==> config.mk <==
export PLATFORM = sky130hd
export DESIGN_NAME = m_cla_pipe
export DESIGN_NICKNAME = d
export VERILOG_FILES = /design/src/rtl/m_cla_pipe.sv
export SDC_FILE = /design/constraint.sdc
export NUM_CORES = 1
export LEC_CHECK = 0
export ABC_AREA = 1
export CAP_MARGIN = 10
export CORE_MARGIN = 1
export CORE_UTILIZATION = 60
export DETAILED_ROUTE_END_ITERATION = 10
export DONT_BUFFER_PORTS = 1
export HOLD_SLACK_MARGIN = 0.1
export PLACE_DENSITY = 0.76
export SYNTH_ARGS = -nofsm -noshare
export SYNTH_HDL_FRONTEND = slang
export SYNTH_SLANG_ARGS = --single-unit
==> constraint.sdc <==
create_clock -name clock -period 9.43 [get_ports clock]
set_input_delay 1.886 -clock clock [delete_from_list [all_inputs] [get_ports clock]]
set_output_delay 1.886 -clock clock [all_outputs]
set_load 0.01 [all_outputs]
==> src/rtl/m_cla_pipe.sv <==
// Pipelined carry-lookahead adder/subtractor: one SEG-bit lookahead slice per stage,
// valid-tagged tokens, global stall via en, registered sum/carry/overflow outputs.
module m_cla_pipe #(
  parameter int WIDTH = 32,
  parameter int SEG   = 8
) (
  input  logic             clock,
  input  logic             reset,
  input  logic             en,
  input  logic             in_valid,
  input  logic [WIDTH-1:0] a,
  input  logic [WIDTH-1:0] b,
  input  logic             ci,
  input  logic             sub,
  output logic [WIDTH-1:0] s,
  output logic             co,
  output logic             ovf,
  output logic             out_valid
);
  localparam int NSEG = WIDTH / SEG;

  // Result layout: {carry out, carry into slice MSB, SEG-bit sum}.
  function automatic logic [SEG+1:0] cla_slice(input logic [SEG-1:0] x,
                                               input logic [SEG-1:0] y,
                                               input logic           cin);
    logic [SEG-1:0] g;
    logic [SEG-1:0] p;
    logic [SEG:0]   c;
    g    = x & y;
    p    = x ^ y;
    c[0] = cin;
    for (int j = 0; j < SEG; j++) c[j+1] = g[j] | (p[j] & c[j]);
    return {c[SEG], c[SEG-1], p ^ c[SEG-1:0]};
  endfunction

  logic [WIDTH-1:0] opa_p [0:NSEG-1];
  logic [WIDTH-1:0] opb_p [0:NSEG-1];
  logic [WIDTH-1:0] sum_p [0:NSEG-1];
  logic             cry_p [0:NSEG-1];
  logic             vld_p [0:NSEG-1];

  logic [SEG+1:0]   res      [0:NSEG-1];
  logic [WIDTH-1:0] sum_next [0:NSEG-1];

  // Stage k evaluates slice k on the operands and carry it holds.
  always_comb begin
    for (int k = 0; k < NSEG; k++) begin
      res[k]      = cla_slice(opa_p[k][k*SEG +: SEG], opb_p[k][k*SEG +: SEG], cry_p[k]);
      sum_next[k] = sum_p[k];
      sum_next[k][k*SEG +: SEG] = res[k][SEG-1:0];
    end
  end

  always_ff @(posedge clock or posedge reset) begin
    if (reset) begin
      for (int i = 0; i < NSEG; i++) begin
        opa_p[i] <= '0;
        opb_p[i] <= '0;
        sum_p[i] <= '0;
        cry_p[i] <= 1'b0;
        vld_p[i] <= 1'b0;
      end
      s         <= '0;
      co        <= 1'b0;
      ovf       <= 1'b0;
      out_valid <= 1'b0;
    end else if (en) begin
      // Stage 0: operand capture, subtract folded into b and carry-in.
      opa_p[0] <= a;
      opb_p[0] <= sub ? ~b : b;
      sum_p[0] <= '0;
      cry_p[0] <= sub | ci;
      vld_p[0] <= in_valid;
      // Stages 1..NSEG-1: finished low bits and untouched high operands move on.
      for (int i = 1; i < NSEG; i++) begin
        opa_p[i] <= opa_p[i-1];
        opb_p[i] <= opb_p[i-1];
        sum_p[i] <= sum_next[i-1];
        cry_p[i] <= res[i-1][SEG+1];
        vld_p[i] <= vld_p[i-1];
      end
      // Final stage: outputs change only for a real token, bubbles leave them alone.
      out_valid <= vld_p[NSEG-1];
      if (vld_p[NSEG-1]) begin
        s   <= sum_next[NSEG-1];
        co  <= res[NSEG-1][SEG+1];
        ovf <= res[NSEG-1][SEG+1] ^ res[NSEG-1][SEG];
      end
    end
  end
endmodule

==> impl_metrics.toml, run 1 <==
[power]
power_density_mw_per_mm2 = 242
p_clk_frac = 0.362
peakVddDrop_uv = 167
power_switching_w = 0.000730
switching_share = 0.267
internal_power_w = 0.00200
power.share.combinational = 0.119
leakagePower_nw = 5.81
p_seq_frac = 0.518

[floorplan]
dieArea_sq_mm = 0.0181
die_w_um = 135
start_util = 0.613
ioPinCount = 105
fp.coreArea_sq_mm = 0.0172
rows = 48
die_h_um = 135

[yosys]
avgSynthCellArea_sq_um = 9.34
synth_simple_gate_area_share = 0.178
synthCells = 1131
synth_top_area_frac = 0.595
yosys.area_share.adder = 0.0606
synth-seq-area-share = 0.595
yosys_warnings = 0
synth_area_sq_mm = 0.0106
synth_top_cell_by_area = "dfrtp_1"
synthXorXnorAreaFrac = 0
synth_top_family_by_area = "simple AND/OR/NAND/NOR gates"
synth_compound_area_frac = 0.0787
synthMuxAreaShare = 0
synth_nets = 1233
ys_ff_latch = 251
synth_cell_types = 15
yosys-top-cells-area = "dfrtp_1 (59%), nand2_1 (16%), o21ai_0 (6.1%)"

[run]
drv_cap = 0

[setup_path]
crit_top_cell = "fa_1"
cp_data_arrival_time_ns = 4.26
cp.buffers_inverters = 3
worstSetupStartpointType = "flop"
crit_family = "adder cells"
crit_chain = "inv_1 > fa_1 > inv_1 > fa_1 > fa_1 > fa_1 > fa_1 > fa_1 > fa_1 > inv_1 > fa_1 > o21ai_0"
cpMaxStageDelayCell = "fa_1"
required_ns = 9.85
crit_path_end_kind = "flop"
crit_type = "reg -> reg"
critical_path.max_stage_delay_ns = 0.41
worstPathMaxFanout = 2

[clocking]
clock_latency_ns = 0.51
cts_setup_buffers = 0
cts_resized = 0
cts-htree-levels = 1
cts_root_buf = "clkbuf_16"
numCtsBuffers = 25
clk_pin_slew_ns = 0.06
clock-sinks = 251
cts_hold_buf = 0
clock_path_buffers = 3
cts_tree = "done"

[drt]
wl_um = 18600
post-route-drc-count = 0
wire_per_inst_um = 13.9
drt_iter0_drc = 610
drt_first_pass_iters = 7
routed-via-count = 6713
ant_nets = 0
vias_per_cell = 5.00

[grt]
grt_pass1_wl_um = 31700
grt_usage = 0.219
grt_overflow_total = 0
grt_max_degree = 247
grt_pass1_vias = 6312
antenna_found_initial = 1

[sta]
min_period_ns = 3.84
max_freq_ghz = 0.260
fin_skew_ns = 0.00699
fin_setup_tns_ns = 0
period_share = 0.407
worst_pin_slew_ns = 1.03
hold_slack_ns = 0.472
rsz0062_at_grt = "no"
finalSetupViolations = 0
final_hold_viol_count = 0
fin_ws_ns = 5.59
drv_slew = 0
slew_headroom = 0.312

[min_path]
hold_class = "reg -> reg"

[place]
portBuffers = 0
dpl.hpwl_um = 11600
place.gp.congestion = 0.752
dpl_cell_area_sq_mm = 0.0105
post-place-ws_ns = 5.58

[final_layout]
post-route-cell-area_sq_mm = 0.0113
layout-drive-gt1-share = 0.0412
syn_to_final_growth_pct = 6.82
nets = 1203
fin_util = 0.655

[run_status]
outcome = "completed"
-- sequential cells by signal, indices dropped and copies added (netlist names) --
register   cells
co             1
cry_p          4
sum_next      48
s             32
vld_p          4
opa_p         80
ovf            1
opb_p         80
out_valid      1
-- cells in the final DEF, fill, tap and decap left out, drive strengths merged --
master | netlist | layout
buf | 42 | 3
clkbuf | 18 | 33
inv | 133 | 133
nand2 | 455 | 455
clkinv | 1 | 8
o21ai | 166 | 166
nand3 | 33 | 33
bufinv | 0 | 3
dfrtp | 251 | 251
fa | 32 | 32
diode | 0 | 1
-- path summary, 6_finish.rpt --
check	from	endpoint	slack (ns)	cells past startpoint
worst max-delay path	opa_p[24]	s[31]	5.59	12
worst min-delay path	opa_p[104]	opa_p[104]	0.47	2
worst max register to register	opa_p[24]	s[31]	5.59	12
worst min register to register	opa_p[104]	opa_p[104]	0.47	2
max in group asynchronous	reset	s[8]	6.61	2
min in group asynchronous	reset	s[25]	1.36	1
-- power groups by stage --
stage / Combinational [W] / Sequential, W / Clock (W)
6_report: 0.000326 / 0.00142 / 0.000991
5_1_grt: 0.000391 / 0.00144 / 0.00106
4_1_cts: 0.000333 / 0.00142 / 0.00101
3_5_place_dp: 0.000329 / 0.00144 / 0
3_3_place_gp: 0.000313 / 0.00143 / 0
2_1_floorplan: 0.000277 / 0.00140 / 0
-- worst register-to-register path, delay by kind of cell, from the launching register on --
family	cells	cell delay [ns]
adder cells (fa/ha/maj)	8	2.96
AO/OA/AOI/OAI	1	0.18
buffers and inverters	3	0.24
flip-flops	1	0.36
-- cells by family after synthesis --
kind of cell | count (synthesis)
buffers and inverters | 194
adders and majority gates | 32
DFF | 251
AOI/OAI and AO/OA | 166
and+or+nand+nor | 488
-- metal layers --
| layer | global-route usage | up-vias | routed length (um) |
|---|---|---|---|
| li1 | - | 3396 | - |
| met2 | 0.298 | 168 | 7740 |
| met4 | 0.0481 | 0 | 218 |
| met3 | 0.0402 | 19 | 1220 |
| met5 | 0 | - | 0 |
| met1 | 0.365 | 3130 | 9470 |
-- synth_stat cells (all sizes together) --
library cell and number:
nand2 455, inv 133, nand3 33, clkbuf 18, clkinv 1, o21ai 166, dfrtp 251, fa 32
buf 42
-- metrics by stage --
stage | power [W] | instances
6_report | 0.00273 | 1343
3_3_place_gp | 0.00174 | 1299
2_1_floorplan | 0.00168 | 1131
4_1_cts | 0.00277 | 1342
3_5_place_dp | 0.00177 | 1299
5_1_grt | 0.00289 | 1342
-- final cells by class --
class                      count  area, sq um
sequential                   251         6280
fill                        1374         5950
inverter                     134          513
clock buffer                  33          706
multi-input combinational    686         3350
tap                          225          282
antenna                        1         2.50
timing repair buffer           3         22.5
clock inverter                10          125
Note: power is estimated with default switching activity, not from simulation.
==> run 2: changes to the inputs <==
Settings changed: ABC_AREA 1 to 0.
Clock period 9.43 ns to 3.55 ns, I/O delays scaled along.
==> impl_metrics.toml, run 2 <==
[run_status]
outcome = "completed"

[clocking]
clock_latency_ns = 0.51
numCtsBuffers = 26
cts_tree = "done"
clock-sinks = 251
cts_root_buf = "clkbuf_16"
clk_pin_slew_ns = 0.06
clock_path_buffers = 3
cts-htree-levels = 1
cts_hold_buf = 0

[yosys]
avgSynthCellArea_sq_um = 15.4
synth_edf_count = 0
yosys_warnings = 0
yosys-top-cells-area = "dfrtp_1 (59%), mux2_4 (13%), mux2_2 (7.8%)"
synth-seq-area-share = 0.589
synth_most_common_cell = "dfrtp_1"
synth_top_cell_by_area = "dfrtp_1"
synthCells = 691
synth_area_sq_mm = 0.0107
yosys-top-cells-count = "dfrtp_1 (251), mux2_4 (90), mux2_2 (74), a21oi_1 (37), nor2_1 (36)"
synth_nets = 793
synth_cell_types = 19
ys_ff_latch = 251
synth_flop_cell = "dfrtp_1"
async_flop_share = 1.00
synth_top_area_frac = 0.589

[final_layout]
multi_input_area_sq_mm = 0.00404
syn_to_final_growth_pct = 9.87
regArea_sq_mm = 0.00628
layout-drive-gt1-share = 0.366
nets = 796
final.fill_count = 1170
layout_commonest_cell = "dfrtp_1"
layout_common_cells = "dfrtp_1 (251), mux2_4 (91), mux2_2 (74), nor2_1 (36), a21oi_1 (36)"
fin_util = 0.675

[setup_path]
crit_top_cell = "fa_2"
r2r-end = "ovf"
crit_path_end_kind = "flop"
startpoint = "cry_p[0]"
r2r_setup_slack_ns = 0.02
critical_path.max_stage_delay_ns = 0.37
reg2reg_from = "cry_p[0]"
worstSetupStartpointType = "flop"
crit_family = "adder cells"
cp_data_arrival_time_ns = 3.93
cp.buffers_inverters = 3
crit_chain = "inv_1 > fa_1 > inv_1 > fa_2 > fa_2 > fa_2 > fa_2 > fa_2 > fa_2 > inv_2 > fa_2 > xnor2_1 > mux2_4"
crit_type = "reg -> reg"
cpMaxStageDelayCell = "fa_2"
worstPathMaxFanout = 2
required_ns = 3.95
rr_worst_depth = 13

[sta]
max_freq_ghz = 0.283
drv_slew = 0
finalSetupViolations = 0
min_period_ns = 3.53
fin_ws_ns = 0.0167
slew_headroom = 0.300
period_share = 0.995
final_hold_viol_count = 0
rsz0062_at_grt = "yes"
fin_skew_ns = 0.00688
worst_pin_slew_ns = 1.05
fin_setup_tns_ns = 0

[floorplan]
die_h_um = 135
ioPinCount = 105
fp.coreArea_sq_mm = 0.0174
dieArea_sq_mm = 0.0183
rows = 48
start_util = 0.615
die_w_um = 135

[place]
portBuffers = 0
dpl.hpwl_um = 10900
place.gp.congestion = 0.811
post-place-ws_ns = -0.181

[drt]
drt_first_pass_iters = 4
vias_per_cell = 5.36
wl_um = 17100
routed-via-count = 5029
post-route-drc-count = 0
wire_per_inst_um = 18.2
drt_iter0_drc = 225
ant_nets = 0

[power]
total_power_w = 0.00840
power_density_mw_per_mm2 = 717
power.share.combinational = 0.176
p_clk_frac = 0.319
switching_share = 0.260
leakagePower_nw = 5.20
peakVddDrop_uv = 444
internal_power_w = 0.00622
power_switching_w = 0.00218
p_seq_frac = 0.505

[min_path]
hold_class = "in -> async"

[grt]
grt_pass1_vias = 5479
antenna_found_initial = 1
grt_max_degree = 272
grt_overflow_total = 0
grt_pass1_wl_um = 28200
grt_usage = 0.197

[run]
drv_cap = 0
## run 2: changes by cell type in the layout (fill, tap and decap cells not counted), sizes merged, moves of 2 or more
cell / delta
a21oi: +37
bufinv: -2
clkbuf: +8
o21ai: -149
clkinv: -5
nand3: -33
clkinvlp: +2
nand2: -440
mux2i: +7
mux2: +191
buf: +9
inv: -99
xnor2: +33
nor2: +36
## run 2: worst reg2reg max path, stage by stage, from the launching register on
cell and delay [ns]:
dfrtp_1 0.35, inv_1 0.08, fa_1 0.17, inv_1 0.05
fa_2 0.33, fa_2 0.35, fa_2 0.37, fa_2 0.37
fa_2 0.36, fa_2 0.36, inv_2 0.07, fa_2 0.21
xnor2_1 0.08, mux2_4 0.27
## run 2: cells by family after synthesis
logic type	count (synthesis)	synth area share
DFF	251	0.589
adders and majority gates	32	0.0600
xor gates and xnor gates	33	0.0271
and+or+nand+nor	51	0.0186
muxes	198	0.240
AOI/OAI and AO/OA	55	0.0259
buffers and inverters	71	0.0398
## run 2: stage by stage
stage,hold WS [ns],std cells,cell area (sq um)
6_report,0.305,939,11700
5_1_grt,0.308,939,11700
4_1_cts,0.287,937,11700
3_5_place_dp,0.473,889,10800
3_3_place_gp,0.463,889,10800
2_1_floorplan,0.449,691,10700
## run 2: worst max path at each step
stage / to / slack (ns) / cells past startpoint
5_1_grt: sum_next[71] / -0.08 / 12
4_1_cts: sum_next[47] / 0.01 / 12
6_report: ovf / 0.02 / 13
2_1_floorplan: co / -0.46 / 1
3_5_place_dp: sum_next[47] / -0.18 / 12
3_3_place_gp: ovf / -0.08 / 13
## run 2: metal layers
metal	vias to the layer above	track usage	routed length, um
met1	2587	0.271	7670
li1	2329	-	-
met5	-	0	0
met2	88	0.321	8400
met3	25	0.0374	654
met4	0	0.0593	354
## run 2: what timing repair did
item,in CTS,in global routing
pin swaps,1,3
gates resized for setup,21,18
buffers inserted,1,1
setup endpoints to repair,5,5
## run 2: final cells by class
class / instances / share of cell area
inverter: 34 / 0.0112
tap: 225 / 0.0240
antenna: 1 / 0.000213
clock buffer: 41 / 0.0690
timing repair buffer: 12 / 0.00982
multi-input combinational: 369 / 0.345
clock inverter: 6 / 0.00523
sequential: 251 / 0.536
## run 2: power by group through the flow
stage | logic [W] | clock network, W | registers [W]
final | 0.00148 | 0.00268 | 0.00424
after global routing | 0.00165 | 0.00285 | 0.00434
after CTS | 0.00148 | 0.00274 | 0.00425
after detailed placement | 0.00144 | 0 | 0.00428
after global placement | 0.00134 | 0 | 0.00424
after floorplan | 0.00124 | 0 | 0.00410
